`src/rtl/wb_stage.sv`:
```
// wb_stage: write-back stage that waits for late load data, selects the result,
// drives the register file write port with same-cycle bypass, and counts retires.
module wb_stage #(
  parameter int DATA_W = 16,
  parameter int ADDR_W = 3
) (
  input  logic              clk,
  input  logic              rst_n,
  input  logic              mem_valid,
  output logic              mem_ready,
  input  logic              mem_reg_write,
  input  logic [1:0]        mem_wb_sel,
  input  logic [ADDR_W-1:0] mem_dest,
  input  logic [DATA_W-1:0] mem_alu_result,
  input  logic [DATA_W-1:0] mem_pc_plus1,
  input  logic [DATA_W-1:0] mem_imm,
  input  logic              load_valid,
  input  logic [DATA_W-1:0] load_data,
  output logic              reg_write_en,
  output logic [ADDR_W-1:0] reg_write_addr,
  output logic [DATA_W-1:0] reg_write_data,
  input  logic [ADDR_W-1:0] rd_addr1,
  input  logic [ADDR_W-1:0] rd_addr2,
  input  logic [DATA_W-1:0] rf_data1,
  input  logic [DATA_W-1:0] rf_data2,
  output logic [DATA_W-1:0] fwd_data1,
  output logic [DATA_W-1:0] fwd_data2,
  output logic [15:0]       retired_count
);
  typedef enum logic [1:0] {EMPTY, WAIT_LOAD, FULL} state_t;
  state_t state_q, state_d;
  logic wr_q, wr_d;
  logic [ADDR_W-1:0] dest_q, dest_d;
  logic [DATA_W-1:0] data_q, data_d, sel_result;
  logic [15:0] cnt_q, cnt_d;
  logic accept, is_load, load_arrives;
  assign mem_ready    = state_q != WAIT_LOAD;
  assign accept       = mem_valid && mem_ready;
  assign is_load      = mem_wb_sel == 2'b01;
  assign load_arrives = state_q == WAIT_LOAD && load_valid;
  always_comb begin
    sel_result = mem_wb_sel == 2'b00 ? mem_alu_result :
                 mem_wb_sel == 2'b10 ? mem_pc_plus1 :
                 mem_wb_sel == 2'b11 ? mem_imm : load_data;
    state_d = accept ? ((is_load && !load_valid) ? WAIT_LOAD : FULL) :
              state_q == WAIT_LOAD ? (load_valid ? FULL : WAIT_LOAD) : EMPTY;
    wr_d    = accept ? mem_reg_write : wr_q;
    dest_d  = accept ? mem_dest : dest_q;
    data_d  = accept ? sel_result : load_arrives ? load_data : data_q;
    cnt_d   = cnt_q + {15'd0, state_q == FULL};
  end
  always_ff @(posedge clk) begin
    if (!rst_n) begin
      state_q <= EMPTY;
      wr_q    <= 1'b0;
      dest_q  <= '0;
      data_q  <= '0;
      cnt_q   <= '0;
    end else begin
      state_q <= state_d;
      wr_q    <= wr_d;
      dest_q  <= dest_d;
      data_q  <= data_d;
      cnt_q   <= cnt_d;
    end
  end
  // reset gates the write combinationally so a dropped instruction never commits
  assign reg_write_en   = state_q == FULL && wr_q && rst_n;
  assign reg_write_addr = reg_write_en ? dest_q : '0;
  assign reg_write_data = reg_write_en ? data_q : '0;
  assign fwd_data1      = (reg_write_en && rd_addr1 == dest_q) ? data_q : rf_data1;
  assign fwd_data2      = (reg_write_en && rd_addr2 == dest_q) ? data_q : rf_data2;
  assign retired_count  = cnt_q;
endmodule
```
`config.mk`:
```
export PLATFORM = sky130hd
export DESIGN_NAME = wb_stage
export DESIGN_NICKNAME = d
export VERILOG_FILES = /design/src/rtl/wb_stage.sv
export SDC_FILE = /design/constraint.sdc
export NUM_CORES = 1
export LEC_CHECK = 0
export BUFFER_PORTS_ARGS = -buffer_cell sky130_fd_sc_hd__buf_2
export CORE_MARGIN = 4
export CORE_UTILIZATION = 43
export CTS_CLUSTER_DIAMETER = 50
export DETAILED_ROUTE_END_ITERATION = 10
export GPL_TIMING_DRIVEN = 0
export PLACE_DENSITY = 0.82
export REMOVE_ABC_BUFFERS = 1
export SYNTH_ARGS = -nofsm -noshare
export SYNTH_HDL_FRONTEND = slang
export SYNTH_SLANG_ARGS = --single-unit
```
`constraint.sdc`:
```
create_clock -name clk -period 1.8 [get_ports clk]
set_input_delay 0.09 -clock clk [delete_from_list [all_inputs] [get_ports clk]]
set_output_delay 0.09 -clock clk [all_outputs]
set_load 0.1 [all_outputs]
```
---- Word level (Yosys, flattened, before mapping) ----
Index checks and enable logic that the tools add are counted.
W data, S select, Z words.
storage, ports and cells
  flip-flop bits (word level) ............. 38
  input port bits ......................... 112
  output and inout bits ................... 69
  logic and storage cells ................. 37
cells by class
  add/sub/neg operators ................... 1
  equality and inequality tests ........... 8
  muxes and demuxes ....................... 13
  reduce and logical (&&, ||, !) cells .... 10
operators by type and width
  cell                  count
  $mux W16              8
  $add A16 B1 Y16       1
  $mux W2               4
  $logic_and A1 B1 Y1   7
  $eq A2 B2 Y1 const B  3
  $eq A3 B3 Y1          2
  $eq A2 B1 Y1 const B  2
  $mux W3               1
  $logic_not A2 Y1      1
  $ne A2 B1 Y1 const B  1
  $reduce_bool A2 Y1    1
  $logic_not A1 Y1      1

---- Longest topological paths before layout ----
Gate-level depths: netlist (run 1).
  word-level depth ........................ 5
  gate-level depth with buffers ........... 7
  mapped depth without buffers ............ 7

---- Worst setup path after synthesis (run 1) ----
OpenSTA, ideal clock, no wires.
  path type ............................... register -> output
  start ................................... register state_q[1]
  end ..................................... output reg_write_data[10]
  arrival time ............................ 2.486 ns
  data required time ...................... 1.710 ns
  path slack .............................. -0.776 ns
  cell stages (with the launch flop) ...... 5
  buffers on the path ..................... 1
  path through ............................ dfxtp_1 > nor2b_4 > and3_4 > clkbuf_1 > and2_1
on the way
  cells in the longest elaborated chain, start to end .. 4
RTL lines
  item                              RTL line  text
  from (decl)                       31        state_t state_q, state_d;
  from (signal assigned)            60        state_q <= state_d;
  $eq A2 B2 Y1                      68        assign reg_write_en = state_q == FULL && wr_q && rst_n;
  $logic_and A1 B1 Y1 (2 in a row)  68
  net reg_write_en                  19        output logic reg_write_en,
  $mux W16                          70        assign reg_write_data = reg_write_en ? data_q : '0;
  to (decl)                         21        output logic [DATA_W-1:0] reg_write_data,
The timed path passes the listed nets, and every way through them passes these cells.

---- Worst setup path after layout (run 1) ----
  start ................................... register state_q[1]
  end ..................................... output fwd_data2[15]
on the way
  cells in the longest elaborated chain, start to end .. 5
RTL lines
  item                              RTL line  text
  $eq A2 B2 Y1                      68
  $logic_and A1 B1 Y1 (2 in a row)  68
  $logic_and A1 B1 Y1               72        assign fwd_data2 = (reg_write_en && rd_addr2 == dest_q) ? data_q : rf_data2;
  $mux W16                          72
  to (decl)                         27        output logic [DATA_W-1:0] fwd_data2,
No other way between the ends.

==> metrics.txt, run 1 <==
status complete, but fails checks; violated checks negative setup slack; placed cell count a little under 500; CTS tree built; vias per cell ~5.7; RSZ-0062 raised after global routing yes; Critical Path Slowest Stage Cell dfxtp_2; # IOs approximately 180; worst skew pair latency 0.28 ns; post-DP HPWL between 6000 and 7000 um; Post-Synthesis Cells 249; max cap viols 0; critical path startpoint category register; Starting Density between 40% and 50%; WL/cell around 22 um; Remaining DRCs 0; Yosys top cell by area dfxtp_1; Core Area 6061 um^2; Placer Congestion just under 0.8; Reg-to-Reg Start state_q[1]; CTS sink cnt 38; layout cells sized above 1 64.88%; cell area power density 549.2 nW/um^2; initial antenna violation count 0; CP Class register to output port; Top FF cell, synth dfxtp_1; Worst Tran Pin Value between 0.6 and 0.7 ns; Slew Viols, Final 0; port bufs 180; top cells by area, synth dfxtp_1 28%, mux4_2 13%, mux2_4 11%; total track usage 26.04%; reg2reg setup slack roughly 0.12 ns; setup TNS -5.032 ns; Leak between 2 and 2.5 nW; final WL between 10000 and 15000 um; Worst-path clk slew about 0.070 ns; die area approximately 7700 um^2; Post-synth EDFFs 0; first-pass GRT wire length roughly 15000 um; crit path time final 1.985 ns; asr flop ratio synth 0%; synth unique cells 38; H-Tree Depth 2; Clock Path Buffers 2; Slew headroom 57.50%; FP Rows 28; Chip Height approximately 90 um; Synth top area share 27.65%; Post-Syn Area between 2000 and 3000 um^2; worst min-delay path category primary input to register; synthesis-to-finish area growth 63.89%; YS warnings 0; Min Hold Slack 0.06785 ns; hold_sp mem_dest[2]; non-filler instance count after layout about 510; Die Wd roughly 90 um; CP required approximately 1.7 ns; NumNets Final around 540; CP dominant cell by count buf_12; Avg Cell Area, Syn approximately 11 um^2; # setup viols final 33; Synth top cells by count 38 x dfxtp_1, 33 x and2_1, 20 x mux2_4; Min-Delay Path Depth 3; Peak supply drop 0.0003800 V; most common cell in the netlist dfxtp_1; largest net degree at the start of global routing between 40 and 50; Seq/Total Area, Yosys 27.65%; RR Endpoint retired_count[12]; Fin. Hold Viols 0; FF+latch count, synth 38; vias in the first global route approximately 3000; Final WS setup -0.1854 ns; Starting DRT DRC Count 154; Tot Pwr ~2.5 mW; critical-path cell list nor2b_4 > and3_4 > and4_4 > buf_12 > mux2_4 > buf_12; clk root buf clkbuf_8; Reg2Reg Depth 8; Arr. time, crit path ~1.9 ns; maximum clock frequency 0.5037 GHz; Fillers roughly 430; vias between 2000 and 3000; pre-CTS setup slack -1.089 ns; CP peak stage delay 0.33 ns; Final Cycle Share 110.3%; global route total overflow 0; DRT Pass-1 Iters 5; crit end category output port; CP Max Fanout 8; DRT antenna net count 0; skew final roughly 0.0067 ns; Num CTS Buffers 5; Hold EP dest_q[2]
-- critical path: cells and delay by family (launching register included) --
kind	cells	cell delay [ns]
buf+inv	2	0.34
mux	1	0.33
flops	1	0.33
simple gates	3	0.61
-- registers in the layout, indices dropped and copies added, names as in the netlist --
name and count:
data_q 16, dest_q 3, retired_count 16, state_q 2, wr_q 1
-- cell families (layout without fill, tap and decap cells) --
family / Yosys count / in the layout / synth area share (%)
flops: 38 / 38 / 27.65
compound gates: 41 / 41 / 13.28
simple gates: 79 / 80 / 17.28
fa+ha+maj: 3 / 3 / 1.364
mux: 49 / 49 / 29.29
buf+inv: 21 / 201 / 5.411
other cells: 0 / 1 / 0
xor+xnor: 18 / 18 / 5.730
-- through the flow --
stage               area, um^2  util, %
floorplan                 2614        -
global placement          3608    59.54
detailed placement        3608    59.54
CTS                       4415    72.85
global route              4507    74.36
finish                    4509    74.40
-- metal layers --
layer	track usage, %	wire length [um]	up-vias
li1	-	-	1296
met1	29.33	3857	1402
met2	48.70	6156	150
met3	4.798	722	18
met4	9.066	173	0
met5	0	0	-
-- cell type report --
class                      instances  area, um^2  area share (%)
timing repair buffer             190        1590           35.27
multi-input combinational        191        1958           43.42
inverter                           3       11.26          0.2497
sequential                        38       762.0           16.90
antenna                            1       2.502         0.05549
tap                               75       93.84           2.081
clock inverter                     1       5.005          0.1110
clock buffer                       7       86.33           1.915
-- worst max-delay path by stage --
stage,endpoint,start,cells after the start
final,fwd_data2[15],state_q[1],6
after global routing,fwd_data2[15],state_q[1],6
after CTS,fwd_data2[3],state_q[1],6
after detailed placement,fwd_data1[14],rst_n,5
after global placement,fwd_data1[14],rst_n,5
after floorplan,retired_count[14],retired_count[0],6
-- power breakdown --
part	internal, mW	total, mW	switching, mW
sequential	0.882	0.932	0.0505
combinational	0.414	0.943	0.529
clock	0.309	0.602	0.292
total	1.60	2.48	0.872
-- layout by cell type, fill, tap and decap left out, types with 2 or more instances in the layout --
cell type,Yosys,routed
a21boi_0,5,5
and2_1,33,33
and4_4,1,2
buf_12,2,36
buf_2,6,128
buf_4,0,20
buf_6,4,3
clkbuf_8,0,6
dfxtp_1,38,37
ha_4,0,2
inv_1,2,2
mux2_4,20,32
mux4_2,16,16
nand2_1,13,11
nand2_2,2,3
nand3_1,10,10
nand4_1,4,4
nor3_1,3,2
nor4_2,1,2
o21a_1,16,16
o221a_2,17,17
xnor2_1,11,11
xor2_1,7,7
-- what timing repair did --
item	4_1_cts	5_1_grt
cloned	2	0
setup endpoints to repair	61	55
pin swaps	3	4
hold buffers	1	0
setup buffers	7	1
endpoints found under the hold margin	1	0
gates resized for setup	157	30
(Power assumes the default switching activity.)
==> run 2, diff against run 1 <==
- SETUP_SLACK_MARGIN: not set -> 0.4
==> run 2 against run 1 <==
  * The flow still finishes with violations (negative setup slack)
  * Via count up 6.6%
  * Clock-buffer cell count unchanged
  * Sequential power grew 0.5%
  * Combinational power up 5.0%
  * First-iteration DRC count increased by 9.1%
  * Hold slack worse by 0.0033 ns
  * Non-clock buffer count up 14
  * Clock power rose by 1%
  * Worst setup slack worse by 0.030 ns
  * Sequential cell count did not move
  * Largest cell class unchanged
==> metrics.txt, run 2 (synthesized netlist as in run 1, its figures left out) <==
CP Class register to output port; setup TNS -6.813 ns (-1.781 ns); Min-Delay Path Depth 3 (unchanged); FP Rows 28 (unchanged); n_diodes 0 (-1); Final WS setup -0.2152 ns (-0.02977 ns); status complete, but fails checks; non-filler instance count after layout 522 (+3.2%); total track usage 27.86% (+1.8 points); # IOs 181 (unchanged); final WL 12400 um (+14%); Fin. Hold Viols 0 (unchanged); vias 3055 (+6.6%); max cap viols 0 (unchanged); Starting DRT DRC Count 168 (+9.1%); cell area power density 505.7 nW/um^2 (-7.9%); CTS sink cnt 38 (unchanged); worst min-delay path category primary input to register; clk root buf clkbuf_8; CP Max Fanout 8 (unchanged); Reg-to-Reg Start state_q[1]; Die Wd 87.99 um (unchanged); Worst-path clk slew 0.08 ns (about the same); Reg2Reg Depth 9 (+1); CP required 1.71 ns (about the same); commonest cells after routing, fill and taps aside 124 x buf_2, 46 x buf_12, 32 x mux2_4, 32 x dfxtp_1, 24 x and2_1; WL/cell 23.75 um (+10%); placed cell count 486 (unchanged); Chip Height 87.99 um (unchanged); global route total overflow 0 (unchanged); CTS tree built; crit end category output port; crit path time final 2.015 ns (+0.02977 ns); Remaining DRCs 0 (unchanged); layout cells sized above 1 72.04% (+7.2 points); first-pass GRT wire length 16480 um (+6.6%); Slew Viols, Final 0 (unchanged); largest net degree at the start of global routing 42 (unchanged); post-DP HPWL 6829 um (unchanged); Tot Pwr 2.535 mW (+2.4%); skew final 0.009161 ns (+0.002501 ns); port bufs 180 (unchanged); Core Area 6061 um^2 (unchanged); cts hold-fix bufs 0 (-1); DRT Pass-1 Iters 5 (unchanged); initial antenna violation count 0 (unchanged); violated checks negative setup slack; Leak 2.392 nW (+13%); die area 7742 um^2 (unchanged); hold_sp mem_reg_write; Final Cycle Share 112.0% (+1.7 points); synthesis-to-finish area growth 82.22%; Worst Tran Pin Value 0.6041 ns (-0.03343 ns); # setup viols final 42 (+27%); worst skew pair latency 0.29 ns (about the same); Num CTS Buffers 5 (unchanged); vias per cell 5.852 (+3.3%); NumNets Final 561 (+3.1%); most common library cell in the layout ignoring fill and taps buf_2; Slew headroom 59.72% (+2.2 points); DRT antenna net count 0 (unchanged); RSZ-0062 raised after global routing yes; H-Tree Depth 2 (unchanged); Peak supply drop 0.0004080 V (+7.4%); Crit. Startpoint state_q[1]; Fillers 340 (-21%); Arr. time, crit path 1.93 ns (+0.03 ns); Clock Path Buffers 2 (unchanged); vias in the first global route 3167 (+6.3%); post-layout util 82.72% (+8.3 points); Starting Density 45.40% (unchanged); Placer Congestion 0.7790 (unchanged); maximum clock frequency 0.4962 GHz (-1.5%); critical path startpoint category register
run 2: final timing paths:
| check | endpoint | slack (ns) |
|---|---|---|
| max | fwd_data2[4] | -0.22 |
| min | wr_q | 0.06 |
| max reg2reg | retired_count[14] | 0.10 |
| min reg2reg | retired_count[15] | 0.49 |
run 2: layout make-up:
type	count	area, um^2	share of cell area [%]
Multi-Input combinational cell	194	2173	43.35
Timing Repair Buffer	204	1873	37.36
Sequential cell	38	768.2	15.32
Tap cell	75	93.84	1.872
Clock buffer	7	86.33	1.722
Inverter	3	13.76	0.2745
Clock inverter	1	5.005	0.09983
run 2: repair_timing:
| item | in CTS | in global routing |
|---|---|---|
| cloned | 3 | 2 |
| endpoints found under the setup margin | 83 | 83 |
| buffers inserted | 10 | 13 |
| pin swaps | 11 | 12 |
| gates resized for setup | 223 | 41 |
run 2: layer usage:
metal | vias up | share of wire [%] | track usage, %
li1 | 1339 | - | -
met1 | 1502 | 34 | 30.91
met2 | 174 | 55 | 51.03
met3 | 40 | 6.9 | 6.021
met4 | 0 | 3.6 | 11.72
met5 | - | 0 | 0
run 2: report_power, final:
part	switching [mW]	leakage (nW)	internal, mW
logic	0.556	2.03	0.435
registers	0.0558	0.314	0.882
clock network	0.298	0.0482	0.309
total	0.910	2.39	1.63
run 2: stage by stage:
stage	cell area, um^2	hold WS, ns	setup slack, ns
2_1_floorplan	2614	0.1661	-0.5374
3_3_place_gp	3608	0.2975	-1.072
3_5_place_dp	3608	0.2979	-1.089
4_1_cts	4716	0.06109	-0.1876
5_1_grt	5014	0.06483	-0.2784
6_report	5014	0.06451	-0.2152
run 2: critical path, stage by stage (launching register included):
cell	delay, ns
dfxtp_2	0.33
nor2b_4	0.14
and3_4	0.21
and4_4	0.29
buf_12	0.17
mux2_4	0.33
buf_12	0.17
